===== src/rtl/rsm_controller.sv =====
// rtl/rsm_controller.sv - instruction latch, decoder and control FSM for the Simple RISC Machine datapath
module rsm_controller (
    input  logic        clk,
    input  logic        rst_n,
    input  logic        s,
    input  logic [15:0] in,
    output logic        w,
    output logic        illegal,
    output logic [15:0] sximm8,
    output logic [15:0] sximm5,
    output logic [2:0]  readnum,
    output logic [2:0]  writenum,
    output logic        write,
    output logic [1:0]  vsel,
    output logic        loada,
    output logic        loadb,
    output logic        asel,
    output logic        bsel,
    output logic        loadc,
    output logic        loads,
    output logic [1:0]  shift,
    output logic [1:0]  ALUop
);

    localparam logic [2:0] S_WAIT      = 3'd0;
    localparam logic [2:0] S_DECODE    = 3'd1;
    localparam logic [2:0] S_WRITE_IMM = 3'd2;
    localparam logic [2:0] S_GET_A     = 3'd3;
    localparam logic [2:0] S_GET_B     = 3'd4;
    localparam logic [2:0] S_ALU       = 3'd5;
    localparam logic [2:0] S_WRITE_REG = 3'd6;

    logic [2:0]  r_state;
    logic [15:0] r_ir;

    logic [2:0] w_opcode;
    logic [1:0] w_op;
    logic [2:0] w_rn;
    logic [2:0] w_rd;
    logic [1:0] w_sh;
    logic [2:0] w_rm;
    logic       w_mov_imm;
    logic       w_mov_reg;
    logic       w_alu_op;
    logic       w_mvn;
    logic       w_cmp;

    assign w_opcode  = r_ir[15:13];
    assign w_op      = r_ir[12:11];
    assign w_rn      = r_ir[10:8];
    assign w_rd      = r_ir[7:5];
    assign w_sh      = r_ir[4:3];
    assign w_rm      = r_ir[2:0];

    assign w_mov_imm = (w_opcode == 3'b110) && (w_op == 2'b10);
    assign w_mov_reg = (w_opcode == 3'b110) && (w_op == 2'b00);
    assign w_alu_op  = (w_opcode == 3'b101);
    assign w_mvn     = w_alu_op && (w_op == 2'b11);
    assign w_cmp     = w_alu_op && (w_op == 2'b01);

    assign sximm8 = {{8{r_ir[7]}}, r_ir[7:0]};
    assign sximm5 = {{11{r_ir[4]}}, r_ir[4:0]};

    always_ff @(posedge clk) begin
        if (!rst_n) begin
            r_state <= S_WAIT;
            r_ir    <= 16'd0;
        end else begin
            case (r_state)
                S_WAIT: begin
                    if (s) begin
                        r_ir    <= in;
                        r_state <= S_DECODE;
                    end
                end
                S_DECODE: begin
                    if (w_mov_imm)
                        r_state <= S_WRITE_IMM;
                    else if (w_mov_reg || w_mvn)
                        r_state <= S_GET_B;
                    else if (w_alu_op)
                        r_state <= S_GET_A;
                    else
                        r_state <= S_WAIT;
                end
                S_WRITE_IMM: r_state <= S_WAIT;
                S_GET_A:     r_state <= S_GET_B;
                S_GET_B:     r_state <= S_ALU;
                S_ALU:       r_state <= w_cmp ? S_WAIT : S_WRITE_REG;
                S_WRITE_REG: r_state <= S_WAIT;
                default:     r_state <= S_WAIT;
            endcase
        end
    end

    always_comb begin
        w        = 1'b0;
        illegal  = 1'b0;
        readnum  = 3'd0;
        writenum = 3'd0;
        write    = 1'b0;
        vsel     = 2'b00;
        loada    = 1'b0;
        loadb    = 1'b0;
        asel     = 1'b0;
        bsel     = 1'b0;
        loadc    = 1'b0;
        loads    = 1'b0;
        shift    = 2'b00;
        ALUop    = 2'b00;
        case (r_state)
            S_WAIT:   w = 1'b1;
            S_DECODE: illegal = !(w_mov_imm || w_mov_reg || w_alu_op);
            S_WRITE_IMM: begin
                write    = 1'b1;
                writenum = w_rn;
                vsel     = 2'b01;
            end
            S_GET_A: begin
                readnum = w_rn;
                loada   = 1'b1;
            end
            S_GET_B: begin
                readnum = w_rm;
                loadb   = 1'b1;
                shift   = w_sh;
            end
            S_ALU: begin
                // MOV reg and MVN pass B through with A forced to zero
                shift = w_sh;
                if (w_mov_reg) begin
                    asel  = 1'b1;
                    ALUop = 2'b00;
                end else if (w_mvn) begin
                    asel  = 1'b1;
                    ALUop = 2'b11;
                end else begin
                    ALUop = w_op;
                end
                loads = w_cmp;
                loadc = !w_cmp;
            end
            S_WRITE_REG: begin
                write    = 1'b1;
                writenum = w_rd;
                vsel     = 2'b11;
            end
            default: ;
        endcase
    end

endmodule


===== config.mk =====
export PLATFORM = sky130hd
export DESIGN_NAME = rsm_controller
export DESIGN_NICKNAME = d
export VERILOG_FILES = /design/src/rtl/rsm_controller.sv
export SDC_FILE = /design/constraint.sdc
export NUM_CORES = 1
export LEC_CHECK = 0
export CORE_AREA = 4 4 71 73
export DETAILED_ROUTE_END_ITERATION = 6
export DIE_AREA = 0 0 75 77
export PLACE_DENSITY = 0.65
export RECOVER_POWER = 50
export SYNTH_ARGS = -nofsm -noshare
export SYNTH_HDL_FRONTEND = slang
export SYNTH_SLANG_ARGS = --single-unit

===== constraint.sdc =====
create_clock -name clk -period 4.55 [get_ports clk]
set_clock_uncertainty 0.2 [all_clocks]
set_input_delay 0.6825 -clock clk [delete_from_list [all_inputs] [get_ports clk]]
set_output_delay 0.6825 -clock clk [all_outputs]
set_load 0.01 [all_outputs]

==> flow_metrics.env <==
export IMPL_die_w_um=75
export IMPL_clock_sinks=19
export IMPL_grt_busiest_layer="met2"
export IMPL_area_growth_pct=37.4
export IMPL_fin_tns_setup_ns=0
export IMPL_synth_warnings=0
export IMPL_vias_per_cell=4.57
export IMPL_numCtsBuffers=3
export IMPL_arrival_ns=2.02
export IMPL_crit_slowest_cell="dfxtp_1"
export IMPL_firstDrtPassIters=3
export IMPL_clk_path_buf_depth=2
export IMPL_antenna_found_initial=0
export IMPL_fmaxAchievable_mhz=344
export IMPL_synth_cell_types=34
export IMPL_num_antenna_cells=0
export IMPL_cts_tree="built"
export IMPL_required_ns=3.67
export IMPL_crit_fanout=14
export IMPL_die_area_sq_um=5780
export IMPL_grt_pass1_vias=1040
export IMPL_r2r_cells=3
export IMPL_power_density_nw_per_um2=223
export IMPL_synth_seq_cells=19
export IMPL_portBuffers=70
export IMPL_endpoint_kind="output port"
export IMPL_fillers=444
export IMPL_cts_root_buf="clkbuf_8"
export IMPL_finalNonFillerCells=247
export IMPL_cts_setup_buffers=0
export IMPL_rows=24
export IMPL_run_status="complete, but fails checks"
export IMPL_crit_type="flip-flop to output port"
export IMPL_globalplace_congestion=0.720
export IMPL_ys_seq_area_share_pct=29.1
export IMPL_tightestPinTransition_ns=1.48
export IMPL_drc=0
export IMPL_start_kind="flip-flop"
export IMPL_fin_crit_ns=2.90
export IMPL_track_usage_pct=11.3
export IMPL_syn_cell_area_sq_um=1310
export IMPL_slew_violations=0
export IMPL_htreeDepth=1
export IMPL_yosysTopAreaCell="dfxtp_1"
export IMPL_final_common_cell="clkdlybuf4s50_1"
export IMPL_num_vias=1129
export IMPL_min_path_cells=2
export IMPL_postRouteAntennaNets=0
export IMPL_clk_latency_ns=0.25
export IMPL_io_pins=72
export IMPL_nets=215
export IMPL_grtUsageMet3_pct=3.14
export IMPL_die_height_um=77
export IMPL_setup_violations=0
export IMPL_finalHoldViolCount=0
export IMPL_fin_ws_ns=1.65
export IMPL_grt_pass1_wl_mm=5.22
export IMPL_synth_fp_nets=183
export IMPL_final_cell_mix="clkdlybuf4s50_1, nand2_1, dlygate4sd3_1"
export IMPL_finalCritPeriodShare_pct=63.8
export IMPL_holdPathEnd="r_ir[3]$_SDFFE_PN0P_"
export IMPL_dp_cells=243
export IMPL_clkTransAtPathRegs_ns=0.07
export IMPL_hold_class="flip-flop to flip-flop"
export IMPL_core_area_sq_um=4350
export IMPL_overflow=0
export IMPL_peakVddDrop_uv=97.8
export IMPL_crit_chain="nand3b_1, nor4_1, clkdlybuf4s50_1"
export IMPL_wl_per_cell_um=13.0
export IMPL_place_ws_ns=1.86
export IMPL_met2_usage_pct=19.8
export IMPL_synth_top_area_share_pct=29.1
export IMPL_power_w=0.000400
export IMPL_initial_core_util_pct=30.0
export IMPL_postCtsHoldBufs=0
export IMPL_hp_start="r_ir[3]$_SDFFE_PN0P_"
export IMPL_slew_headroom_pct=1.10
export IMPL_dp_hpwl_mm=2.46
export IMPL_slowest_delay_ns=0.64
export IMPL_synthCells=164
export IMPL_cts_resized_gates=0
export IMPL_r2r_slack_ns=2.23
export IMPL_ys_top_cells_by_area="dfxtp_1, buf_4, nand2_1"
export IMPL_drt_iter0_markers=40
export IMPL_drive_gt1_share_pct=2.56
export IMPL_p_leak_nw=0.689
export IMPL_grt_setup_unrepaired="no"
export IMPL_routed_wirelength_mm=3.21
export IMPL_grt_max_degree=21
export IMPL_max_cap_violations=1
export IMPL_r2r_end="r_ir[10]$_SDFFE_PN0P_"
export IMPL_violations="max-capacitance violations"
export IMPL_grtUsageMet1_pct=13.5
export IMPL_postSynthAreaPerCell_sq_um=7.96
export IMPL_r2r_start="r_state[2]$_SDFFE_PN0P_"
export IMPL_fin_util_pct=41.2
-- cell type report --
class / count / area, sq um / share of cell area (%)
timing repair buffer: 70 / 701 / 39.1
multi-input combinational: 99 / 591 / 32.9
sequential: 19 / 380 / 21.2
tap: 52 / 65.1 / 3.63
clock buffer: 4 / 45.0 / 2.51
inverter: 3 / 11.3 / 0.628
-- logic make-up (layout without fill, tap and decap cells) --
group,Yosys count,in the layout,synth area share (%)
DFF,19,19,29.1
buffers and inverters,46,77,24.9
and+or+nand+nor,66,66,26.8
AOI/OAI and AO/OA,29,29,16.5
other,1,1,0.287
muxes,3,3,2.30
-- metal layers --
layer,part of all wire (%),wire [um]
met1,41,1310
met2,50,1600
met4,0.81,26
met5,0,0
met3,8.6,275
-- worst max path at each step --
stage / start / to / slack (ns) / cells after the start
finish: r_state[2]$_SDFFE_PN0P_ / loads / 1.65 / 3
global route: s / r_ir[1]$_SDFFE_PN0P_ / 1.45 / 4
CTS: r_state[2]$_SDFFE_PN0P_ / loads / 1.58 / 3
detailed placement: r_state[2]$_SDFFE_PN0P_ / loads / 1.86 / 3
global placement: r_state[2]$_SDFFE_PN0P_ / loads / 1.93 / 3
floorplan: r_state[2]$_SDFFE_PN0P_ / loads / 2.46 / 3
-- state kept, by name, summed over array words and instances (netlist names) --
register  cells
r_state       3
r_ir         16
-- critical path: cells and delay by family (launching register included) --
family / cells / cell delay (ns)
buf+inv: 1 / 0.59
flops: 1 / 0.64
simple gates: 2 / 0.55
-- report_power, final --
group	internal, W	total, W	switching [W]	leakage, nW
Clock	0.0000622	0.000118	0.0000562	0.0228
Sequential	0.000176	0.000190	0.0000143	0.156
Combinational	0.0000532	0.0000910	0.0000378	0.510
Total	0.000291	0.000400	0.000108	0.689
-- stage by stage --
step / cell area, sq um / hold WS [ns]
finish: 1790 / 0.288
global route: 1790 / 0.317
CTS: 1800 / 0.285
detailed placement: 1760 / 0.275
global placement: 1760 / 0.265
floorplan: 1310 / 0.247
-- cells in the mapped netlist, drive strengths merged --
library cell and n:
nor3b 1, inv 3, and3b 2, a21oi 1, nor3 1, nand4b 2
nor4b 2, and4b 1, o21ai 3, and2 5, nand2b 2, mux2i 3
nand2 35, a21boi 16, nor2b 3, clkbuf 4, buf 39, or4b 1
dfxtp 19, o21ba 1, a41o 1, a31oi 1, nor4 1, nand3b 1
nor2 7, o211ai 3, and3 1, a22o 3, conb 1, nor4bb 1
No activity file was read; power rests on OpenSTA's default activity.
